===== config.mk =====
export PLATFORM = sky130hd
export DESIGN_NAME = xc_cmd_rx
export DESIGN_NICKNAME = d
export VERILOG_FILES = /design/src/rtl/xc_cmd_pkg.sv /design/src/rtl/xc_uart_rx_core.sv /design/src/rtl/xc_cmd_rx.sv
export SDC_FILE = /design/constraint.sdc
export NUM_CORES = 1
export LEC_CHECK = 0
export CAP_MARGIN = 5
export CORE_UTILIZATION = 40
export DETAILED_ROUTE_END_ITERATION = 8
export GPL_TIMING_DRIVEN = 0
export HOLD_SLACK_MARGIN = 0.03
export PLACE_DENSITY = 0.67
export REMOVE_ABC_BUFFERS = 1
export SETUP_SLACK_MARGIN = 0.15
export SLEW_MARGIN = 10
export SYNTH_ARGS = -nofsm -noshare
export SYNTH_HDL_FRONTEND = slang
export SYNTH_SLANG_ARGS = --single-unit

===== constraint.sdc =====
create_clock -name clki -period 2.8 [get_ports clki]
set_input_delay 0.56 -clock clki [delete_from_list [all_inputs] [get_ports clki]]
set_output_delay 0.56 -clock clki [all_outputs]
set_load 0.01 [all_outputs]

===== src/rtl/xc_cmd_pkg.sv =====
// ---------------------------------------------------------------------------
// xc_cmd_pkg
// Shared definitions for the host-to-device command receiver:
//   - command codes carried in the low nibble of every received byte
//   - accumulator width used by EXTEND
//   - UART oversampling factor and the tick positions used for sampling
//   - receiver framing states
//   - a 2-of-3 majority helper
// Optional build macro: XC_CMD_PARITY_EN adds a parity framing state (8E1).
// ---------------------------------------------------------------------------
package xc_cmd_pkg;

    // Command codes, decoded from byte[3:0]
    localparam logic [3:0] CMD_CLEAR        = 4'h0;
    localparam logic [3:0] CMD_SET_INDEX    = 4'h1;
    localparam logic [3:0] CMD_SET_LEDS     = 4'h2;
    localparam logic [3:0] CMD_SET_BAUD     = 4'h3;
    localparam logic [3:0] CMD_SET_DELAY    = 4'h4;
    localparam logic [3:0] CMD_SET_FREQ_DIV = 4'h5;
    localparam logic [3:0] CMD_CAPTURE      = 4'h6;
    localparam logic [3:0] CMD_EXTEND       = 4'hF;

    // Accumulator holds three EXTEND nibbles; together with arg it forms a 16-bit value
    localparam int ACC_W = 12;

    // 16x oversampling; ticks inside one bit are numbered 0..15
    localparam int         OVERSAMPLE       = 16;
    localparam logic [3:0] TICK_MAJ_A       = 4'd7;
    localparam logic [3:0] TICK_MAJ_B       = 4'd8;
    localparam logic [3:0] TICK_MAJ_C       = 4'd9;
    localparam logic [3:0] TICK_START_CHECK = 4'd8;
    localparam logic [3:0] TICK_LAST        = 4'd15;

    // Receiver framing states
`ifdef XC_CMD_PARITY_EN
    typedef enum logic [2:0] {
        RX_IDLE,
        RX_START,
        RX_DATA,
        RX_PARITY,
        RX_STOP,
        RX_WAIT_HIGH
    } rx_state_t;
`else
    typedef enum logic [2:0] {
        RX_IDLE,
        RX_START,
        RX_DATA,
        RX_STOP,
        RX_WAIT_HIGH
    } rx_state_t;
`endif

    // 2-of-3 majority vote of the three mid-bit samples
    function automatic logic majority3(input logic a, input logic b, input logic c);
        return (a & b) | (a & c) | (b & c);
    endfunction

endpackage


===== src/rtl/xc_uart_rx_core.sv =====
// ---------------------------------------------------------------------------
// xc_uart_rx_core
// UART receiver: 2-flop synchroniser, 16x tick generator and framing FSM.
// Build macro XC_CMD_PARITY_EN selects 8E1 (even parity) instead of 8N1.
// Ports:
//   clki       in   clock
//   reset_n    in   asynchronous active-low reset
//   rx         in   raw UART line (asynchronous)
//   baud_sel   in   rate select; tick period = divider >> baud_sel, latched per frame
//   rx_byte    out  last good byte, valid with byte_valid
//   byte_valid out  one-cycle strobe, one cycle after the stop-bit decision
//   frame_err  out  one-cycle strobe for bad stop bit (or bad parity)
// ---------------------------------------------------------------------------
module xc_uart_rx_core
    import xc_cmd_pkg::*;
#(
    parameter int CLK_FREQUENCY = 13300000,
    parameter int BAUD_RATE     = 57600
) (
    input  logic       clki,
    input  logic       reset_n,
    input  logic       rx,
    input  logic [1:0] baud_sel,
    output logic [7:0] rx_byte,
    output logic       byte_valid,
    output logic       frame_err
);

    localparam int          DIVIDER  = CLK_FREQUENCY / (BAUD_RATE * OVERSAMPLE);
    localparam logic [15:0] DIV_BASE = 16'(DIVIDER);

    rx_state_t   state_q;
    rx_state_t   state_d;
    logic        rx_meta;
    logic        rx_sync;
    logic [15:0] div_cnt;
    logic [15:0] div_eff;
    logic [15:0] div_sel;
    logic [15:0] div_next;
    logic [3:0]  tick_cnt;
    logic [2:0]  bit_cnt;
    logic [7:0]  shift_q;
    logic [1:0]  samp_q;
    logic        counting;
    logic        tick;
    logic        maj;
    logic        at_decide;
    logic        at_bit_end;
    logic        stop_ok;
    logic        byte_done;
    logic        frm_bad;
`ifdef XC_CMD_PARITY_EN
    logic        par_err;
`endif

    // Fast rates shift the divider right; never let the tick period collapse to zero
    assign div_sel  = DIV_BASE >> baud_sel;
    assign div_next = (div_sel == 16'd0) ? 16'd1 : div_sel;

    assign counting   = (state_q != RX_IDLE) && (state_q != RX_WAIT_HIGH);
    assign tick       = counting && (div_cnt == div_eff - 16'd1);
    assign at_decide  = tick && (tick_cnt == TICK_MAJ_C);
    assign at_bit_end = tick && (tick_cnt == TICK_LAST);
    assign maj        = majority3(samp_q[1], samp_q[0], rx_sync);

`ifdef XC_CMD_PARITY_EN
    assign stop_ok = maj && !par_err;
`else
    assign stop_ok = maj;
`endif

    // Synchroniser flops idle high so reset never looks like a start bit
    always_ff @(posedge clki or negedge reset_n) begin
        if (!reset_n) begin
            rx_meta <= 1'b1;
            rx_sync <= 1'b1;
        end else begin
            rx_meta <= rx;
            rx_sync <= rx_meta;
        end
    end

    // Framing state register
    always_ff @(posedge clki or negedge reset_n) begin
        if (!reset_n) begin
            state_q <= RX_IDLE;
        end else begin
            state_q <= state_d;
        end
    end

    // Next-state logic; the stop bit is judged at the third majority tick so the
    // receiver re-arms before the stop bit ends. A bad stop waits for the line to rise.
    always_comb begin
        state_d   = state_q;
        byte_done = 1'b0;
        frm_bad   = 1'b0;
        case (state_q)
            RX_IDLE: begin
                if (!rx_sync) begin
                    state_d = RX_START;
                end
            end
            RX_START: begin
                if (tick && (tick_cnt == TICK_START_CHECK) && rx_sync) begin
                    state_d = RX_IDLE;
                end else if (at_bit_end) begin
                    state_d = RX_DATA;
                end
            end
            RX_DATA: begin
                if (at_bit_end && (bit_cnt == 3'd7)) begin
`ifdef XC_CMD_PARITY_EN
                    state_d = RX_PARITY;
`else
                    state_d = RX_STOP;
`endif
                end
            end
`ifdef XC_CMD_PARITY_EN
            RX_PARITY: begin
                if (at_bit_end) begin
                    state_d = RX_STOP;
                end
            end
`endif
            RX_STOP: begin
                if (at_decide) begin
                    if (stop_ok) begin
                        state_d   = RX_IDLE;
                        byte_done = 1'b1;
                    end else begin
                        state_d = RX_WAIT_HIGH;
                        frm_bad = 1'b1;
                    end
                end
            end
            RX_WAIT_HIGH: begin
                if (rx_sync) begin
                    state_d = RX_IDLE;
                end
            end
            default: state_d = RX_IDLE;
        endcase
    end

    // Tick generation and bit assembly. The divider is latched when the start bit
    // is seen so a baud change only affects the following frame.
    always_ff @(posedge clki or negedge reset_n) begin
        if (!reset_n) begin
            div_cnt  <= '0;
            div_eff  <= 16'd1;
            tick_cnt <= '0;
            bit_cnt  <= '0;
            samp_q   <= '0;
            shift_q  <= '0;
        end else if (!counting) begin
            div_cnt  <= '0;
            tick_cnt <= '0;
            bit_cnt  <= '0;
            if ((state_q == RX_IDLE) && !rx_sync) begin
                div_eff <= div_next;
            end
        end else if (tick) begin
            div_cnt  <= '0;
            tick_cnt <= tick_cnt + 4'd1;
            if (tick_cnt == TICK_MAJ_A) begin
                samp_q[1] <= rx_sync;
            end
            if (tick_cnt == TICK_MAJ_B) begin
                samp_q[0] <= rx_sync;
            end
            if ((state_q == RX_DATA) && (tick_cnt == TICK_MAJ_C)) begin
                shift_q <= {maj, shift_q[7:1]};
            end
            if ((state_q == RX_DATA) && (tick_cnt == TICK_LAST)) begin
                bit_cnt <= bit_cnt + 3'd1;
            end
        end else begin
            div_cnt <= div_cnt + 16'd1;
        end
    end

`ifdef XC_CMD_PARITY_EN
    // Even parity: the parity bit must equal the XOR of the eight data bits
    always_ff @(posedge clki or negedge reset_n) begin
        if (!reset_n) begin
            par_err <= 1'b0;
        end else if (!counting) begin
            par_err <= 1'b0;
        end else if ((state_q == RX_PARITY) && at_decide) begin
            par_err <= (maj != ^shift_q);
        end
    end
`endif

    // Registered byte hand-off to the decoder
    always_ff @(posedge clki or negedge reset_n) begin
        if (!reset_n) begin
            rx_byte    <= '0;
            byte_valid <= 1'b0;
            frame_err  <= 1'b0;
        end else begin
            byte_valid <= byte_done;
            frame_err  <= frm_bad;
            if (byte_done) begin
                rx_byte <= shift_q;
            end
        end
    end

endmodule


===== src/rtl/xc_cmd_rx.sv =====
// ---------------------------------------------------------------------------
// xc_cmd_rx
// Host command path: UART receive plus byte decoder {arg[7:4], cmd[3:0]}.
// EXTEND bytes build a 12-bit accumulator that prefixes the next command's arg.
// Build macro XC_CMD_PARITY_EN selects 8E1 framing (default 8N1).
// Ports:
//   clki, reset_n  clock, asynchronous active-low reset
//   rx             raw UART line
//   wr_valid       one-cycle write strobe for wr_cmd/wr_index/wr_value
//   wr_cmd         decoded command code (held until next write)
//   wr_index       selected line
//   wr_value       {accumulator, arg} (held until next write)
//   leds           LED flags
//   capture_en     capture enable
//   baud_sel       active rate = BAUD_RATE << baud_sel
//   frame_err      one-cycle strobe: bad stop/parity bit
//   cmd_err        one-cycle strobe: unknown command or index out of range
// ---------------------------------------------------------------------------
module xc_cmd_rx
    import xc_cmd_pkg::*;
#(
    parameter int CLK_FREQUENCY = 13300000,
    parameter int BAUD_RATE     = 57600,
    parameter int NUM_LINES     = 8
) (
    input  logic                         clki,
    input  logic                         reset_n,
    input  logic                         rx,
    output logic                         wr_valid,
    output logic [3:0]                   wr_cmd,
    output logic [$clog2(NUM_LINES)-1:0] wr_index,
    output logic [15:0]                  wr_value,
    output logic [3:0]                   leds,
    output logic                         capture_en,
    output logic [1:0]                   baud_sel,
    output logic                         frame_err,
    output logic                         cmd_err
);

    localparam int IDX_W = $clog2(NUM_LINES);

    logic [7:0]       rx_byte;
    logic             byte_valid;
    logic             core_frame_err;
    logic [ACC_W-1:0] acc_q;
    logic [3:0]       cmd;
    logic [15:0]      value;
    logic             idx_ok;

    xc_uart_rx_core #(
        .CLK_FREQUENCY (CLK_FREQUENCY),
        .BAUD_RATE     (BAUD_RATE)
    ) u_core (
        .clki       (clki),
        .reset_n    (reset_n),
        .rx         (rx),
        .baud_sel   (baud_sel),
        .rx_byte    (rx_byte),
        .byte_valid (byte_valid),
        .frame_err  (core_frame_err)
    );

    assign cmd    = rx_byte[3:0];
    assign value  = {acc_q, rx_byte[7:4]};
    assign idx_ok = 32'(value) < NUM_LINES;

    // Decoder. frame_err is delayed one cycle so it lines up with the write strobes.
    // Every command except EXTEND consumes the accumulator, including rejected ones.
    always_ff @(posedge clki or negedge reset_n) begin
        if (!reset_n) begin
            wr_valid   <= 1'b0;
            wr_cmd     <= '0;
            wr_index   <= '0;
            wr_value   <= '0;
            leds       <= '0;
            capture_en <= 1'b0;
            baud_sel   <= '0;
            frame_err  <= 1'b0;
            cmd_err    <= 1'b0;
            acc_q      <= '0;
        end else begin
            wr_valid  <= 1'b0;
            cmd_err   <= 1'b0;
            frame_err <= core_frame_err;
            if (byte_valid) begin
                case (cmd)
                    CMD_EXTEND: begin
                        acc_q <= {acc_q[ACC_W-5:0], rx_byte[7:4]};
                    end
                    CMD_CLEAR: begin
                        acc_q      <= '0;
                        wr_index   <= '0;
                        leds       <= '0;
                        capture_en <= 1'b0;
                        wr_valid   <= 1'b1;
                        wr_cmd     <= cmd;
                        wr_value   <= value;
                    end
                    CMD_SET_INDEX: begin
                        acc_q <= '0;
                        if (idx_ok) begin
                            wr_index <= value[IDX_W-1:0];
                            wr_valid <= 1'b1;
                            wr_cmd   <= cmd;
                            wr_value <= value;
                        end else begin
                            cmd_err <= 1'b1;
                        end
                    end
                    CMD_SET_LEDS: begin
                        acc_q    <= '0;
                        leds     <= value[3:0];
                        wr_valid <= 1'b1;
                        wr_cmd   <= cmd;
                        wr_value <= value;
                    end
                    CMD_SET_BAUD: begin
                        acc_q    <= '0;
                        baud_sel <= value[1:0];
                        wr_valid <= 1'b1;
                        wr_cmd   <= cmd;
                        wr_value <= value;
                    end
                    CMD_SET_DELAY, CMD_SET_FREQ_DIV: begin
                        acc_q    <= '0;
                        wr_valid <= 1'b1;
                        wr_cmd   <= cmd;
                        wr_value <= value;
                    end
                    CMD_CAPTURE: begin
                        acc_q      <= '0;
                        capture_en <= value[0];
                        wr_valid   <= 1'b1;
                        wr_cmd     <= cmd;
                        wr_value   <= value;
                    end
                    default: begin
                        acc_q   <= '0;
                        cmd_err <= 1'b1;
                    end
                endcase
            end
        end
    end

endmodule


* Word level (Yosys, flattened, before mapping)
Index checks and enable logic that the tools add are counted.
** Storage, ports and cells
- Input bits :: 3
- Logic and storage cells :: 130
- Output and inout port bits :: 33
- Bits in registers :: 109
** Operators by class
- $lt $le $gt $ge :: 1
- Eq/ne operators :: 26
- $add $sub $neg :: 4
- Reductions and logical operators :: 32
- Bitwise gates (word level) :: 6
- Multiplexer cells :: 37
- Shift operators :: 1
** Operators by type and width (number)
- $mux 16 :: 4
- $mux 3 :: 11
- $pmux 16 s2 :: 1
- $add 16x1->16 const B :: 1
- $eq 16x16->1 :: 1
- $eq 4x3->1 const B :: 4
- $eq 4x4->1 const B :: 4
- $logic_not 16->1 :: 1
- $lt 16x4->1 const B :: 1
- $pmux 4 s2 :: 2
- $shr 4x2->16 const A :: 1
- $sub 16x1->16 const B :: 1
- $pmux 3 s5 :: 1
- $reduce_and 3->1 :: 5
- $mux 12 :: 1
- $mux 4 :: 3
- $logic_and 1x1->1 :: 10
- $mux 1 :: 10
- $reduce_and 2->1 :: 5
- $eq 4x2->1 const B :: 2
- $ne 2x2->1 const B :: 4
- $reduce_bool 2->1 :: 4
- $reduce_or 7->1 :: 1
- $eq 3x2->1 const B :: 2
- 19 further kinds :: 27

* Depth between registers and ports, before layout
- Word-level depth :: 7
- Gate-level depth with buffers :: 8
- Gate-level depth less buffers :: 7

* Modules after synthesis
From an unflattened synthesis, not the netlist that was laid out.
** Second synthesis, totals
- Cells, all modules :: 417
- Area, all modules :: 4621.9 um^2
** Modules (own cells, without submodules)
- xc_uart_rx_core :: area an instance 2737.6 um^2, cells an instance 247, instances 1, sequential area each 1305.0 um^2
- xc_cmd_rx :: area an instance 1884.3 um^2, cells an instance 170, instances 1, sequential area each 1126.1 um^2

* Least setup slack after synthesis
OpenSTA, ideal clock, no wires.
- Path kind :: register to register
- Start :: reg u_core.div_eff[0]
- End :: reg u_core.samp_q[1]
- Setup time :: 0.125 ns
- Path buffers :: 1
- Data required time :: 2.675 ns
- Clock period less this slack :: 2.832 ns
- Setup slack :: -0.032 ns
- Stages on the path, launching flop included :: 9
- Arrival time :: 2.707 ns
- Cells stage by stage :: dfstp_2 > nor3_1 > ha_1 > or4_4 > a2111oi_4 > nand2_2 > clkbuf_1 > nor4_1 > mux2_2
** Between the ends
- Longest elaborated chain between the ends :: 4
** Ends and longest elaborated chain
- start, declared :: line xc_uart_rx_core.sv:37 : logic [15:0] div_eff;
- start signal, assigned :: line xc_uart_rx_core.sv:162 : div_eff <= div_next;
- $sub 16x1->16 :: line xc_uart_rx_core.sv:61 : assign tick = counting && (div_cnt == div_eff - 16'd1);
- $eq 16x16->1 :: line xc_uart_rx_core.sv:61
- $logic_and 1x1->1 :: line xc_uart_rx_core.sv:61
- $reduce_and 3->1 (no line)
- end signal, assigned :: line xc_uart_rx_core.sv:168 : samp_q[1] <= rx_sync;
- end, declared :: line xc_uart_rx_core.sv:43 : logic [1:0] samp_q;
Every way passes these cells.
A chain may end at the register's enable or synchronous reset.

* Worst setup path after layout
- Start :: reg u_core.div_eff[0]
- End :: reg u_core.rx_byte[2]
** Between the ends
- Longest elaborated chain between the ends :: 6
** Ends and longest elaborated chain
- $sub 16x1->16 :: line xc_uart_rx_core.sv:61
- $eq 16x16->1 :: line xc_uart_rx_core.sv:61
- $logic_and 1x1->1 :: line xc_uart_rx_core.sv:61
- $logic_and 1x1->1 :: line xc_uart_rx_core.sv:62 : assign at_decide = tick && (tick_cnt == TICK_MAJ_C);
- $mux 1 :: line xc_uart_rx_core.sv:128 : if (at_decide) begin
- $mux 1 :: line xc_uart_rx_core.sv:98 : case (state_q)
- end signal, assigned :: line xc_uart_rx_core.sv:207 : rx_byte <= shift_q;
- end, declared :: line xc_uart_rx_core.sv:24 : output logic [7:0] rx_byte,
Every way passes these cells.

==> results.md <==
- Post-synth EDFFs: 0
- Overflow after GRT: 0
- RePlAce Congestion: about 0.80
- Sequential area share after synthesis: 0.5486
- Buffers on Ports: 35
- Post-route ant nets: 0
- Pre-CTS setup slack: -0.4387 ns
- Area growth, synth to finish: 22.25%
- Fmax: ~0.37 GHz
- Multi-input gate area: 1957 um^2
- Netlist Area Pre-Place: around 4400 um^2
- Drt drc: 0
- Synth top area cells: dfrtp_1, mux2_2, nand2_1, o21ai_0, nor2_1
- CTS H-tree depth: 3
- Post-Synth Simple-Gate Area: 0.1657
- # IOs: 36
- Nets: between 400 and 500
- Die area: 11500 um^2
- Worst Hold Class: input port to async pin
- Post-CTS Hold Buffers: 0
- Count leader, synth: dfrtp_1
- Final Cycle Share: 0.9528
- Pin count of the biggest net entering global routing: between 50 and 60
- Syn_area_per_cell: approximately 11 um^2
- Post-synthesis adder-cell area fraction: 0.02484
- Post-synthesis mux area share: 0.1135
- Clock latency on the worst-skew pair: ~0.38 ns
- Post-Synth XOR/XNOR Area: 0.03557
- CP Max Fanout: 8
- Pleak: 0.002415 uW
- Post-layout minimum cycle time: 2.668 ns
- Top FF cell, synth: dfrtp_1
- RSZ-0062 raised after global routing: yes
- Main combinational cell family by area after synthesis: simple AND/OR/NAND/NOR gates
- # setup viols final: 0
- Crit end category: flop
- First-pass GRT wire length: around 15 mm
- Clock slew at reported path FFs: ~0.1 ns
- Status: complete, no violations
- Inst Count DP: between 500 and 600
- Worst-margin pin slew: approximately 0.68 ns
- Global routing's busiest layer: met2
- Yosys warning count: 0
- Worst Skew: 0.01492 ns
- Layout cells sized above 1: 0.2084
- Sink Count: slightly below 100
- Max-slew violations: 0
- CTS tree: yes
- Final Cell Area: 5418 um^2
- Dominant cell type by area after synthesis: dfrtp_1
- Final design utilization: 0.4998
- Num CTS Buffers: 9
- Number of global-route vias before repair: between 3000 and 4000
- Starting DRT DRC Count: about 320
- Core footprint: approximately 11000 um^2
- Drt pass-1 iters: 5
- Most common library cells after synthesis: dfrtp_1, mux2_2, nand2_1
- DP Area: ~4900 um^2
- Site Rows: 38
- Die width: between 100 and 150 um
- Synth unique cells: 46
- CP required: around 3.1 ns
- Crit Path Class: flop to flop
- Post-synthesis compound-gate area fraction: 0.07792
- Yosys reg bits: just under 100
- Routed WL per cell: between 15 and 20 um
- Layout fillers: about 940
- Antenna Cells: 0
- Initial core utilization: 0.4088
- Routing usage on met3: 0.01998
- Root buffer cell: clkbuf_8
- Clock Tree Buf Depth: 2
- Seq. cell area: 2431 um^2
- Cells after synthesis: between 400 and 500
- Async SR Flop Fraction: 1.000
- Final Hold Fails: 0
- Power Density: 462.0 nW/um^2
- CP Launch Type: flop
- Layout Cells excl Fill: a little under 600
- Peak VDD IR: around 0.00025 V
- Max_cap viols: 0
- Met1 Track Usage GR: 0.2370
- Synth top area share: 0.5308
- Max_slew headroom: 0.5341
- Via count: approximately 3200
- Vias per inst: ~5.4
- M2 GR Usage: 0.2594
- Final HPWL DP: approximately 5.8 mm
- Critical Path AT: slightly below 3 ns
- Smallest setup slack after layout: roughly 0.13 ns
- Initial antenna violation count: 0
- GRT Total Usage: 0.1679
- Routed WL: 9.136 mm
- Die height: 107.3 um
## final cells by class
class                      instances  share of cell area
clock buffer                      10             0.02540
clock inverter                     6             0.01801
inverter                          23             0.01594
tap                              140             0.03233
sequential                        97              0.4487
multi-input combinational        265              0.3612
timing repair buffer              50             0.09838
## final timing paths
kind | startpoint | endpoint | slack [ns] | cells past startpoint
max in group asynchronous | reset_n | u_core.div_eff[0] | 1.88 | 2
worst min-delay path | reset_n | wr_value[12] | 0.21 | 1
min in group clki | u_core.frame_err | frame_err | 0.36 | 0
worst max register to register | u_core.div_eff[0] | u_core.rx_byte[2] | 0.13 | 9
worst min register to register | u_core.frame_err | frame_err | 0.36 | 0
worst max-delay path | u_core.div_eff[0] | u_core.rx_byte[2] | 0.13 | 9
## cells by family (layout without fill, tap and decap cells)
family / count (synthesis) / count (layout)
mux: 45 / 45
simple gates: 139 / 140
flops: 97 / 97
fa+ha+maj: 9 / 9
buf+inv: 40 / 89
compound gates: 53 / 53
xor+xnor: 18 / 18
## sequential cells by signal (all words and copies together), names as in the netlist, 4 cells and up
signal / flops
wr_cmd: 4
u_core.div_eff: 4
u_core.div_cnt: 16
acc_q: 12
wr_value: 16
u_core.tick_cnt: 4
u_core.rx_byte: 8
leds: 4
u_core.shift_q: 8
## routing by layer
metal / vias to the layer above / routed length, um / part of all wire
met4: 0 / 129 / 0.014
met2: 79 / 4324 / 0.47
met3: 11 / 303 / 0.033
li1: 1499 / - / -
met1: 1574 / 4377 / 0.48
met5: - / 0 / 0
## critical path, cell delays in order, from the launching register on
cell and delay, ns:
dfstp_2 0.59, nor3_2 0.06, ha_2 0.18, or4_4 0.43
a2111oi_4 0.31, buf_6 0.18, nand2_8 0.08, nor4_4 0.22
buf_12 0.17, mux2_2 0.33
## metrics by stage
| stage | hold slack [ns] | total power [uW] | setup TNS [ns] |
|---|---|---|---|
| floorplan | 0.2644 | 1432 | -1.639 |
| global placement | 0.3374 | 1463 | -253.98 |
| detailed placement | 0.3409 | 1468 | -12.01 |
| CTS | 0.2255 | 2527 | 0 |
| global route | 0.2501 | 2591 | 0 |
| finish | 0.2140 | 2503 | 0 |
## power breakdown
group,internal [uW],switching (uW),leakage (uW)
Clock,542,523,0.000119
Sequential,1400,1.62,0.00130
Combinational,6.41,27.7,0.000992
Total,1950,552,0.00242
## cell usage in the layout (no fill, tap or decap), types with 3 or more instances in the layout
master	count
nand2b_1	6
or4_1	3
buf_4	9
inv_1	23
dfrtp_1	94
clkbuf_8	10
mux2i_1	3
nand4_1	10
xnor2_1	6
nand2_1	36
nor4_1	5
nor2_1	28
nor3_2	3
mux2_4	7
clkdlybuf4s50_1	34
buf_12	3
mux2_2	33
and4_1	3
a21oi_1	9
o21ai_0	22
ha_1	7
xor2_1	12
o31ai_1	4
and3_1	7
dfstp_2	3
and2_1	3
nand3_1	14
nor3_1	6
## repair_timing
item	4_1_cts	5_1_grt
endpoints found under the setup margin	42	42
pin swaps	5	2
resized for setup	9	14
gates cloned	1	0
buffers inserted	7	6
Power figures use the tool's default switching activity.
